===== src/rtl/shutter_pkg.sv =====
// Shared types and constants for the quabo shutter command sequencer.
package shutter_pkg;

  typedef enum logic [1:0] {
    IDLE   = 2'd0,
    WAIT   = 2'd1,
    FINISH = 2'd2
  } state_e;

  localparam logic SHUTTER_OPEN  = 1'b1;
  localparam logic SHUTTER_CLOSE = 1'b0;

  localparam int CNT_W_DEF = 32;

endpackage


===== src/rtl/sync_debounce.sv =====
// Two-flop synchroniser followed by a debouncer for one asynchronous status input.
module sync_debounce #(
  parameter int DEBOUNCE_CYC = 1000,
  parameter int CNT_W        = 32
) (
  input  logic clk,
  input  logic rst_n,
  input  logic din,
  output logic dout
);

  localparam logic [CNT_W-1:0] CNT_LAST = CNT_W'(DEBOUNCE_CYC - 1);

  logic             s1_q;
  logic             s2_q;
  logic             dout_q;
  logic             dout_d;
  logic [CNT_W-1:0] cnt_q;
  logic [CNT_W-1:0] cnt_d;

  always_ff @(posedge clk or negedge rst_n) begin
    if (!rst_n) begin
      s1_q   <= 1'b0;
      s2_q   <= 1'b0;
      dout_q <= 1'b0;
      cnt_q  <= '0;
    end else begin
      s1_q   <= din;
      s2_q   <= s1_q;
      dout_q <= dout_d;
      cnt_q  <= cnt_d;
    end
  end

  // A binary input can only "change" back to the debounced value, so clearing
  // on equality also covers clearing on a change; cnt never exceeds CNT_LAST.
  always_comb begin
    dout_d = dout_q;
    cnt_d  = '0;
    if (s2_q != dout_q) begin
      if (cnt_q == CNT_LAST) begin
        dout_d = s2_q;
      end else begin
        cnt_d = cnt_q + CNT_W'(1);
      end
    end
  end

  assign dout = dout_q;

endmodule


===== src/rtl/shutter_ctrl_seq.sv =====
// Shutter command sequencer: accepts open/close requests, drives the level
// command line and confirms each move against debounced status with a timeout.
//
// Handshake: a request transfers on a rising clk edge where req_valid and
// req_ready are both high; req_valid may be raised or dropped at any time and
// a request seen while req_ready is low is dropped, never queued.
module shutter_ctrl_seq
  import shutter_pkg::*;
#(
  parameter int DEBOUNCE_CYC = 1000,
  parameter int TIMEOUT_CYC  = 25000000,
  parameter int CNT_W        = CNT_W_DEF
) (
  input  logic       clk,
  input  logic       rst_n,
  input  logic       en,
  input  logic       req_valid,
  input  logic       req_open,
  output logic       req_ready,
  output logic       shutter_command,
  input  logic       shutter_status,
  input  logic       light_sensor_status,
  output logic       status_open,
  output logic       light_detected,
  output logic       busy,
  output logic       done,
  output logic       err_timeout,
  input  logic       err_clr,
  output logic [1:0] dbg_state
);

  localparam logic [CNT_W-1:0] TIMER_LAST = CNT_W'(TIMEOUT_CYC - 1);

  state_e           state_q;
  state_e           state_d;
  logic             cmd_q;
  logic             cmd_d;
  logic             target_q;
  logic             target_d;
  logic             err_q;
  logic             err_d;
  logic             set_err;
  logic [CNT_W-1:0] timer_q;
  logic [CNT_W-1:0] timer_d;

  sync_debounce #(
    .DEBOUNCE_CYC (DEBOUNCE_CYC),
    .CNT_W        (CNT_W)
  ) u_db_status (
    .clk   (clk),
    .rst_n (rst_n),
    .din   (shutter_status),
    .dout  (status_open)
  );

  sync_debounce #(
    .DEBOUNCE_CYC (DEBOUNCE_CYC),
    .CNT_W        (CNT_W)
  ) u_db_light (
    .clk   (clk),
    .rst_n (rst_n),
    .din   (light_sensor_status),
    .dout  (light_detected)
  );

  always_ff @(posedge clk or negedge rst_n) begin
    if (!rst_n) begin
      state_q  <= IDLE;
      cmd_q    <= SHUTTER_CLOSE;
      target_q <= SHUTTER_CLOSE;
      err_q    <= 1'b0;
      timer_q  <= '0;
    end else begin
      state_q  <= state_d;
      cmd_q    <= cmd_d;
      target_q <= target_d;
      err_q    <= err_d;
      timer_q  <= timer_d;
    end
  end

  assign req_ready = (state_q == IDLE) & en;

  // Losing en mid-move abandons confirmation but leaves the command line as is.
  always_comb begin
    state_d  = state_q;
    cmd_d    = cmd_q;
    target_d = target_q;
    timer_d  = timer_q;
    set_err  = 1'b0;
    unique case (state_q)
      IDLE: begin
        if (req_valid && req_ready) begin
          target_d = req_open;
          cmd_d    = req_open;
          timer_d  = '0;
          state_d  = WAIT;
        end
      end
      WAIT: begin
        if (!en) begin
          state_d = IDLE;
        end else if (status_open == target_q) begin
          state_d = FINISH;
        end else if (timer_q == TIMER_LAST) begin
          set_err = 1'b1;
          state_d = FINISH;
        end else begin
          timer_d = timer_q + CNT_W'(1);
        end
      end
      FINISH: begin
        state_d = IDLE;
      end
      default: begin
        state_d = IDLE;
      end
    endcase
  end

  // A timeout on the same cycle as err_clr keeps the flag set.
  always_comb begin
    err_d = err_q;
    if (set_err) begin
      err_d = 1'b1;
    end else if (err_clr) begin
      err_d = 1'b0;
    end
  end

  assign shutter_command = cmd_q;
  assign busy            = (state_q == WAIT);
  assign done            = (state_q == FINISH);
  assign err_timeout     = err_q;
  assign dbg_state       = state_q;

endmodule


===== config.mk =====
export PLATFORM = sky130hd
export DESIGN_NAME = shutter_ctrl_seq
export DESIGN_NICKNAME = d
export VERILOG_FILES = /design/src/rtl/shutter_pkg.sv /design/src/rtl/sync_debounce.sv /design/src/rtl/shutter_ctrl_seq.sv
export SDC_FILE = /design/constraint.sdc
export NUM_CORES = 1
export LEC_CHECK = 0
export ABC_CLOCK_PERIOD_IN_PS = 3450
export CORE_MARGIN = 2
export CORE_UTILIZATION = 40
export CTS_BUF_LIST = sky130_fd_sc_hd__clkbuf_16
export CTS_CLUSTER_DIAMETER = 120
export CTS_CLUSTER_SIZE = 30
export DETAILED_ROUTE_END_ITERATION = 10
export GPL_TIMING_DRIVEN = 0
export PLACE_DENSITY_LB_ADDON = 0.3
export SYNTH_ARGS = -nofsm -noshare
export SYNTH_HDL_FRONTEND = slang
export SYNTH_SLANG_ARGS = --single-unit

===== constraint.sdc =====
create_clock -name clk -period 3.45 [get_ports clk]
set_input_delay 0.8625 -clock clk [delete_from_list [all_inputs] [get_ports clk]]
set_output_delay 0.8625 -clock clk [all_outputs]
set_load 0.05 [all_outputs]

# Yosys cells after proc, flatten, opt, wreduce, memory -nomap -nowiden
# Index checks and enable logic that the tools add are counted.
[word_totals]
regBits = 106
input_bits = 8
out_inout_bits = 9
elab_cells = 58
[classes]
add_sub_neg = 3
n_eq_ne = 13
mux = 20
bitwise_logic = 1
reduce_logical = 9
[op_table]
columns = ["cell", "count"]
rows = [
  ["two-way mux 32 bit", 8],
  ["adder 32 x 1 -> 32 bit (second input constant)", 3],
  ["== test 32 x 10 -> 1 bit (second input constant)", 2],
  ["one-hot mux 32 bit (2 select lines)", 1],
  ["== test 32 x 25 -> 1 bit (second input constant)", 1],
  ["two-way mux 2 bit", 4],
  ["AND reduction 2 bit", 4],
  ["two-way mux 1 bit", 6],
  ["!= test 2 bit (second input constant)", 3],
  ["AND reduction 5 bit", 1],
  ["!= test 4 x 2 -> 1 bit (second input constant)", 1],
  ["one-hot mux 2 bit (2 select lines)", 1],
  ["nonzero test 2 bit", 2],
  ["== test 2 x 1 -> 1 bit (second input constant)", 1],
  ["== test 2 bit (second input constant)", 1],
  ["logical NOT 2 bit", 1],
  ["!= test 1 bit", 2],
  ["!= test 2 x 1 -> 1 bit (second input constant)", 1],
  ["AND 1 bit", 1],
  ["== test 1 bit", 1],
  ["logical AND 1 bit", 1],
]

# Longest topological paths before layout
# Gate-level depths: netlist (run 1).
[depth]
word_depth = 6
ltp_mapped = 8
ltp_nobuf = 7

# Cells and area by module
# Synthesis (run 1) repeated with hierarchy kept, for this count alone.
[hier_totals]
hier_cells = 615
area_unflattened_um2 = 5745.5
[modules_own_cells]
columns = ["mod", "instances", "cells_per_inst", "area_each_um2", "seq_area_each_um2"]
rows = [
  ["sync_debounce", 2, 196, 1861.8, 875.8],
  ["shutter_ctrl_seq", 1, 223, 2021.9, 900.9],
]

# Worst setup path before layout (run 1)
# Ideal clock, no wire load.
[synth_timing]
kind = "input port to flip-flop"
start = "input en"
end = "register timer_q[6]"
arrival_time_ps = 3077
t_required_ps = 3340
slack_ps = 263
path_stages = 6
n_path_buf = 1
cell_sequence = "nor3b_1 -> nand2_1 -> nor4b_4 -> or2_1 -> buf_2 -> o41ai_1"
[synth_between]
elab_chain_len = 4
word_cells_on_any_way = 5
classes_between = "eq/ne: 2; bitwise: 1; reduce/logical: 2"
[synth_lines]
columns = ["item", "line_no", "rtl"]
rows = [
  ["start: declaration", "shutter_ctrl_seq.sv:16", "input logic en,"],
  ["AND 1 bit", "shutter_ctrl_seq.sv:82", "assign req_ready = (state_q == IDLE) & en;"],
  ["logical AND 1 bit", "shutter_ctrl_seq.sv:93", "if (req_valid && req_ready) begin"],
  ["!= test 2 x 1 -> 1 bit (no source line)", "-", ""],
  ["AND reduction 5 bit (no source line) *", "-", ""],
  ["end signal: assignment", "shutter_ctrl_seq.sv:78", "timer_q <= timer_d;"],
  ["end: declaration", "shutter_ctrl_seq.sv:43", "logic [CNT_W-1:0] timer_q;"],
]
# Mark *: on every way between the ends. The rest lies on a longest branch, timed or not.
# A chain may end at the register's enable or synchronous reset.

# Final worst setup path (run 1)
[layout_timing]
start = "register state_q[1] (netlist: dbg_state[1])"
end = "output busy"
[layout_between]
elab_chain_len = 1
[layout_lines]
columns = ["item", "line_no", "rtl"]
rows = [
  ["start: declaration", "shutter_ctrl_seq.sv:34", "state_e state_q;"],
  ["start signal: assignment", "shutter_ctrl_seq.sv:74", "state_q <= state_d;"],
  ["== test 2 x 1 -> 1 bit", "shutter_ctrl_seq.sv:132", "assign busy = (state_q == WAIT);"],
  ["end: declaration", "shutter_ctrl_seq.sv:25", "output logic busy,"],
]
# Every way passes these cells.

==> run summary, run 1 <==
Final Setup Violations: 0
CTS H-tree depth: 3
worst reg-to-reg path cell count: 8
Main synth FF type: dfrtp_1
CTS tree: built
Final min period: 3.019 ns
Area Growth Syn to Fin: 12.81%
Routed WL: 13410 µm
Lkg Pwr: 2.585 nW
dpl ws: 0.05049 ns
TritonRoute pass-1 iters: 5
largest net degree at the start of global routing: 63
nets: 652
RSZ-0062 raised after global routing: false
final core occ: 0.4605
Hold Fails Final Rpt: 0
Critical Path End Type: output pin
Rel. slew slack: 0.4724
routed vias: 4808
Die Wd: 122.8 µm
RePlAce Congestion: 0.9322
Synth Cell Area: 0.005644 mm²
Die ar.: 0.01508 mm²
vias per cell: 5.828
post-layout power: 2.656 mW
Synth Area per Inst: 9.207 µm²
status: completed
routed wire length per instance: 16.25 µm
syn_nets: 624
flop-to-flop setup slack: 0.89 ns
startpoint types: flop
count of input and output buffers: 16
Hold Path Class: reg2reg
max-slew violations: 0
Fin Setup TNS: 0 ns
Pwr per Cell Area: 417.2 mW/mm²
Reg clk slew, reported paths: 0.07 ns
EDFF count, synth: 0
Hold-fix buffers, CTS: 0
initial antenna violation count: 0
WP data arrival: 2.16 ns
grt ovf: 0
clock skew: 0.007041 ns
Clock Tree Buf Depth: 2
Max FO, Critical Path: 10
clk_lat worst skew: 0.35 ns
Seq/Total Area, Yosys: 0.4700
antenna viol nets, final: 0
Synth Register Bits: 106
ANT cells: 0
die height: 122.8 µm
hold path cells: 0
share of cells above drive strength 1: 0.06202
post-detail-place hpwl: 9324 µm
Gate Count Post-Synth: 613
kind of critical path: reg2out
fmax: 0.3313 GHz
maximum vdd drop: 0.2848 mV
Num Clock Sinks: 106
post-CTS setup repair buffer count: 0
DRC viols: 0
Num CTS Buffers: 9
setup slack after layout: 0.4315 ns
Ys Warns: 0
first-pass GRT wire length: 23180 µm
GR Util All Layers: 0.1923
Resized Gates After CTS: 0
asr flop ratio synth: 1.000
vias in the first global route: 4688
Starting Density: 0.4082
1st-iter DRT viols: 325
max-cap viol count: 0
Core Footprint: 0.01383 mm²
worst-margin pin slew: 0.7841 ns
clk root buf: clkbuf_16
IO Pins: 17
Rows: 43
Required @ worst endpoint: 2.59 ns
fin crit share: 0.8749
count of cell types in the netlist: 51
[worst paths after layout]
| check | startpoint | to |
|---|---|---|
| setup / recovery | dbg_state[1] | busy |
| min in group asynchronous | rst_n | u_db_status.cnt_q[17] |
| hold reg to reg | u_db_status.s1_q | u_db_status.s2_q |
| hold / removal | u_db_status.s1_q | u_db_status.s2_q |
| max in group asynchronous | rst_n | u_db_light.cnt_q[30] |
| setup reg to reg | timer_q[0] | timer_q[1] |
[flip-flops by register name, summed over array words and instances, names as in the netlist]
name,count
timer_q,32
u_db_light.cnt_q,32
u_db_status.cnt_q,32
dbg_state,2
err_timeout,1
target_q,1
u_db_light.dout,1
u_db_light.s1_q,1
u_db_light.s2_q,1
u_db_status.dout,1
u_db_status.s1_q,1
u_db_status.s2_q,1
[placed cells by master, fill, tap and decap left out, drive strengths merged, types with 3 or more instances in the layout]
master	instances
inv	18
and3	11
dfrtp	106
and4	10
nand2b	3
clkdlybuf4s50	13
nand2	46
nor3	18
a21o	4
or4	4
xnor2	25
o31ai	23
xor2	31
clkbuf	33
nor4	29
a21oi	12
o22a	3
ha	3
nand3	37
a31oi	17
or2	3
nand4	38
buf	10
nor2	78
or3	9
o21ai	24
mux2	4
and2	7
o41ai	5
[per-layer routing]
layer,global-route usage,wire length [µm],vias up
met4,0.07399,308,0
met3,0.04136,754,27
met5,0,0,-
met1,0.2576,6051,2323
met2,0.3042,6291,159
li1,-,-,2299
[stage by stage]
stage | hold slack (ns) | area [µm²] | std cells
6_report | 0.3509 | 6367 | 825
5_1_grt | 0.3626 | 6367 | 825
4_1_cts | 0.3519 | 6362 | 825
3_5_place_dp | 0.3363 | 6055 | 810
3_3_place_gp | 0.3370 | 6030 | 809
2_1_floorplan | 0.3312 | 5644 | 613
[synth_stat cells, types with 2 or more instances]
cell      number  area (µm²)
nor2_1        78       292.8
dfrtp_1      106        2653
xor2_1        31       271.5
and4_1         9       78.83
nand4_1       38       237.7
nand2b_1       3       18.77
nor3_1        17       85.08
o211ai_1       2       15.01
a21o_1         4       30.03
xnor2_1       25       219.0
nand3_1       35       175.2
buf_2          7       35.03
nor4_1        27       168.9
o31ai_1       23       172.7
clkbuf_1      23       86.33
o22a_1         3       26.28
mux2i_1        2       20.02
and3_1        11       68.82
nor3b_1        2       15.01
and2_1         7       43.79
a31oi_1       17       106.4
or2_2          2       12.51
inv_1         15       56.30
mux2_2         4       45.04
o41ai_1        5       43.79
nand2_1       46       172.7
ha_1           3       37.54
or4_1          3       22.52
or3_1          9       56.30
nand3_2        2       20.02
a21oi_1       12       60.06
o21ai_0       23       115.1
[power by group]
part / switching (mW) / total, mW / internal (mW)
logic: 0.161 / 0.237 / 0.0764
registers: 0.0480 / 1.33 / 1.28
clock network: 0.461 / 1.09 / 0.630
[worst max-delay path: stages (launching register included)]
cell and delay, ns:
dfrtp_1 0.41, nand2b_1 0.17, inv_1 0.25, clkbuf_1 0.48, dlymetal6s2s_1 0.50
[layout make-up]
| class | count | area (µm²) |
|---|---|---|
| clock inverter | 6 | 82.58 |
| buffer | 32 | 133.9 |
| multi-input combinational | 459 | 2798 |
| inverter | 16 | 60.06 |
| fill | 1286 | 7460 |
| tap | 180 | 225.2 |
| clock buffer | 9 | 225.2 |
| sequential | 106 | 2653 |
| timing repair buffer | 17 | 190.2 |
[logic make-up (layout without fill, tap and decap cells)]
group	count (synthesis)	in the layout	synth area share
XOR/XNOR	56	56	0.08690
adder cells (fa/ha/maj)	3	3	0.006651
multiplexers	6	6	0.01153
AND/OR/NAND/NOR	299	299	0.2813
buffers and inverters	48	80	0.03436
flip-flops	106	106	0.4700
AO/OA/AOI/OAI	95	95	0.1093
No activity file was read; power rests on OpenSTA's default activity.
==> inputs of run 2 (changes only) <==
--- a/config.mk
+++ b/config.mk
@@ -6,7 +6,6 @@
 export NUM_CORES = 1
 export LEC_CHECK = 0
 export ABC_CLOCK_PERIOD_IN_PS = 3450
-export CORE_MARGIN = 2
 export CORE_UTILIZATION = 40
 export CTS_BUF_LIST = sky130_fd_sc_hd__clkbuf_16
 export CTS_CLUSTER_DIAMETER = 120
==> run 2 against run 1 <==
  * Worst setup slack gained 0.011 ns
  * Critical path depth down 1
  * Die area decreased by 3.2%
  * Highest routed layer unchanged
  * Largest cell class unchanged
  * Critical path type is now in2out
  * Global-route usage rose by 0.42 points
  * Clock power down 4%
  * Wire length down 1.1%
  * First-iteration DRC count increased by 11%
==> run summary, run 2 (same netlist as run 1, synthesis figures left out) <==
status: completed
Post-Place Cells: 810
routed wire length per instance: 16.05 µm
grt ovf: 0
Required @ worst endpoint: 2.59 ns
r2r endpoint: timer_q[1]
Num Clock Sinks: 106
Pwr per Cell Area: 410.9 mW/mm²
Die ar.: 0.01459 mm²
vias in the first global route: 4607
Rel. slew slack: 0.3845
Final min period: 3.008 ns
flop-to-flop setup slack: 0.90 ns
Core Footprint: 0.01383 mm²
post-detail-place hpwl: 9327 µm
hold endpoint: u_db_light.s2_q
hold path cells: 0
count of input and output buffers: 16
Num CTS Buffers: 9
Clock Tree Buf Depth: 2
fmax: 0.3325 GHz
Final Setup Violations: 0
max-slew violations: 0
worst-margin pin slew: 0.9148 ns
Max FO, Critical Path: 5
Die Wd: 120.8 µm
initial antenna violation count: 0
CTS tree: built
Critical Path End Type: output pin
clk_lat worst skew: 0.35 ns
WP data arrival: 2.15 ns
Layout fillers: 1316
Hold Path Class: reg2reg
nets: 652
multi-input logic area: 0.002798 mm²
setup slack after layout: 0.4422 ns
worst reg-to-reg path cell count: 8
commonest cells after routing, fill and taps aside: dfrtp_1 (106), nor2_1 (78), nand2_1 (46), nand4_1 (38), nand3_1 (35)
Routed WL: 13260 µm
ANT cells: 0
die height: 120.8 µm
maximum vdd drop: 0.2380 mV
top flop regs: timer_q (32), u_db_light.cnt_q (32), u_db_status.cnt_q (32)
combinational share of power: 0.091
share of cells above drive strength 1: 0.06347
Post-Layout Cell Count: 826
startpoint types: input pin
hold_sp: u_db_light.s1_q
routed vias: 4759
RePlAce Congestion: 0.8892
design area: 0.006362 mm²
1st-iter DRT viols: 361
GR Util All Layers: 0.1965
kind of critical path: in2out
post-layout power: 2.614 mW
Hold Fails Final Rpt: 0
first-pass GRT wire length: 22640 µm
Rows: 43
CTS H-tree depth: 3
Reg clk slew, reported paths: 0.07 ns
sw power: 0.6885 mW
area occupied by registers: 0.002653 mm²
worst r2r src: timer_q[0]
RSZ-0062 raised after global routing: false
TritonRoute pass-1 iters: 6
Cell Int Power: 1.926 mW
commonest non-fill, non-tap cell in the layout: dfrtp_1
final core occ: 0.4601
sw frac: 0.2634
fraction of power consumed by sequential logic: 0.508
Starting Density: 0.4082
Placed Area: 0.006055 mm²
dpl ws: 0.04610 ns
vias per cell: 5.762
largest net degree at the start of global routing: 64
DRC viols: 0
post-CTS setup repair buffer count: 0
fin crit share: 0.8718
antenna viol nets, final: 0
clk root buf: clkbuf_16
Area Growth Syn to Fin: 12.72%
max-cap viol count: 0
Fin Hold WS: 0.3554 ns
Fin Setup TNS: 0 ns
clock share of power: 0.401
clock skew: 0.006044 ns
IO Pins: 17
Lkg Pwr: 2.574 nW
## run 2: critical path: stages
cell	delay, ns
clkdlybuf4s50_1	0.54
nor3b_1	0.28
dlymetal6s2s_1	0.47
## run 2: cell type report
class                   count  share of cell area
plain buffers              32             0.02104
flip-flops and latches    106              0.4169
clock inverters             7             0.01219
repair buffers             17             0.02989
clock buffers               9             0.03540
well taps                 180             0.03540
inverters                  16            0.009440
multi-input cells         459              0.4397
## run 2: how the worst max path moves through the flow
| stage | from | end | slack (ns) | cells after the start |
|---|---|---|---|---|
| 2_1_floorplan | en | timer_q[6] | 0.26 | 6 |
| 3_3_place_gp | rst_n | timer_q[19] | -2.54 | 1 |
| 3_5_place_dp | en | req_ready | 0.05 | 3 |
| 4_1_cts | en | req_ready | 0.03 | 3 |
| 5_1_grt | dbg_state[1] | busy | 0.33 | 4 |
| 6_report | en | req_ready | 0.44 | 3 |
## run 2: power by group through the flow
stage	sequential [mW]	combinational, mW	clock [mW]
CTS	1.33	0.240	1.08
floorplan	1.35	0.127	0
detailed placement	1.35	0.239	0
global route	1.33	0.266	1.12
finish	1.33	0.238	1.05
global placement	1.35	0.231	0
## run 2: layer usage
metal  share of wire  GRT usage
met4           0.031    0.08796
met2            0.47     0.3078
met5               0          0
met3           0.048    0.04387
met1            0.46     0.2596
## run 2: what timing repair did
| action | in CTS | in global routing |
|---|---|---|
| endpoints found under the setup margin | 0 | 2 |
| resized for setup | 0 | 2 |
| hold buffers | 0 | 0 |
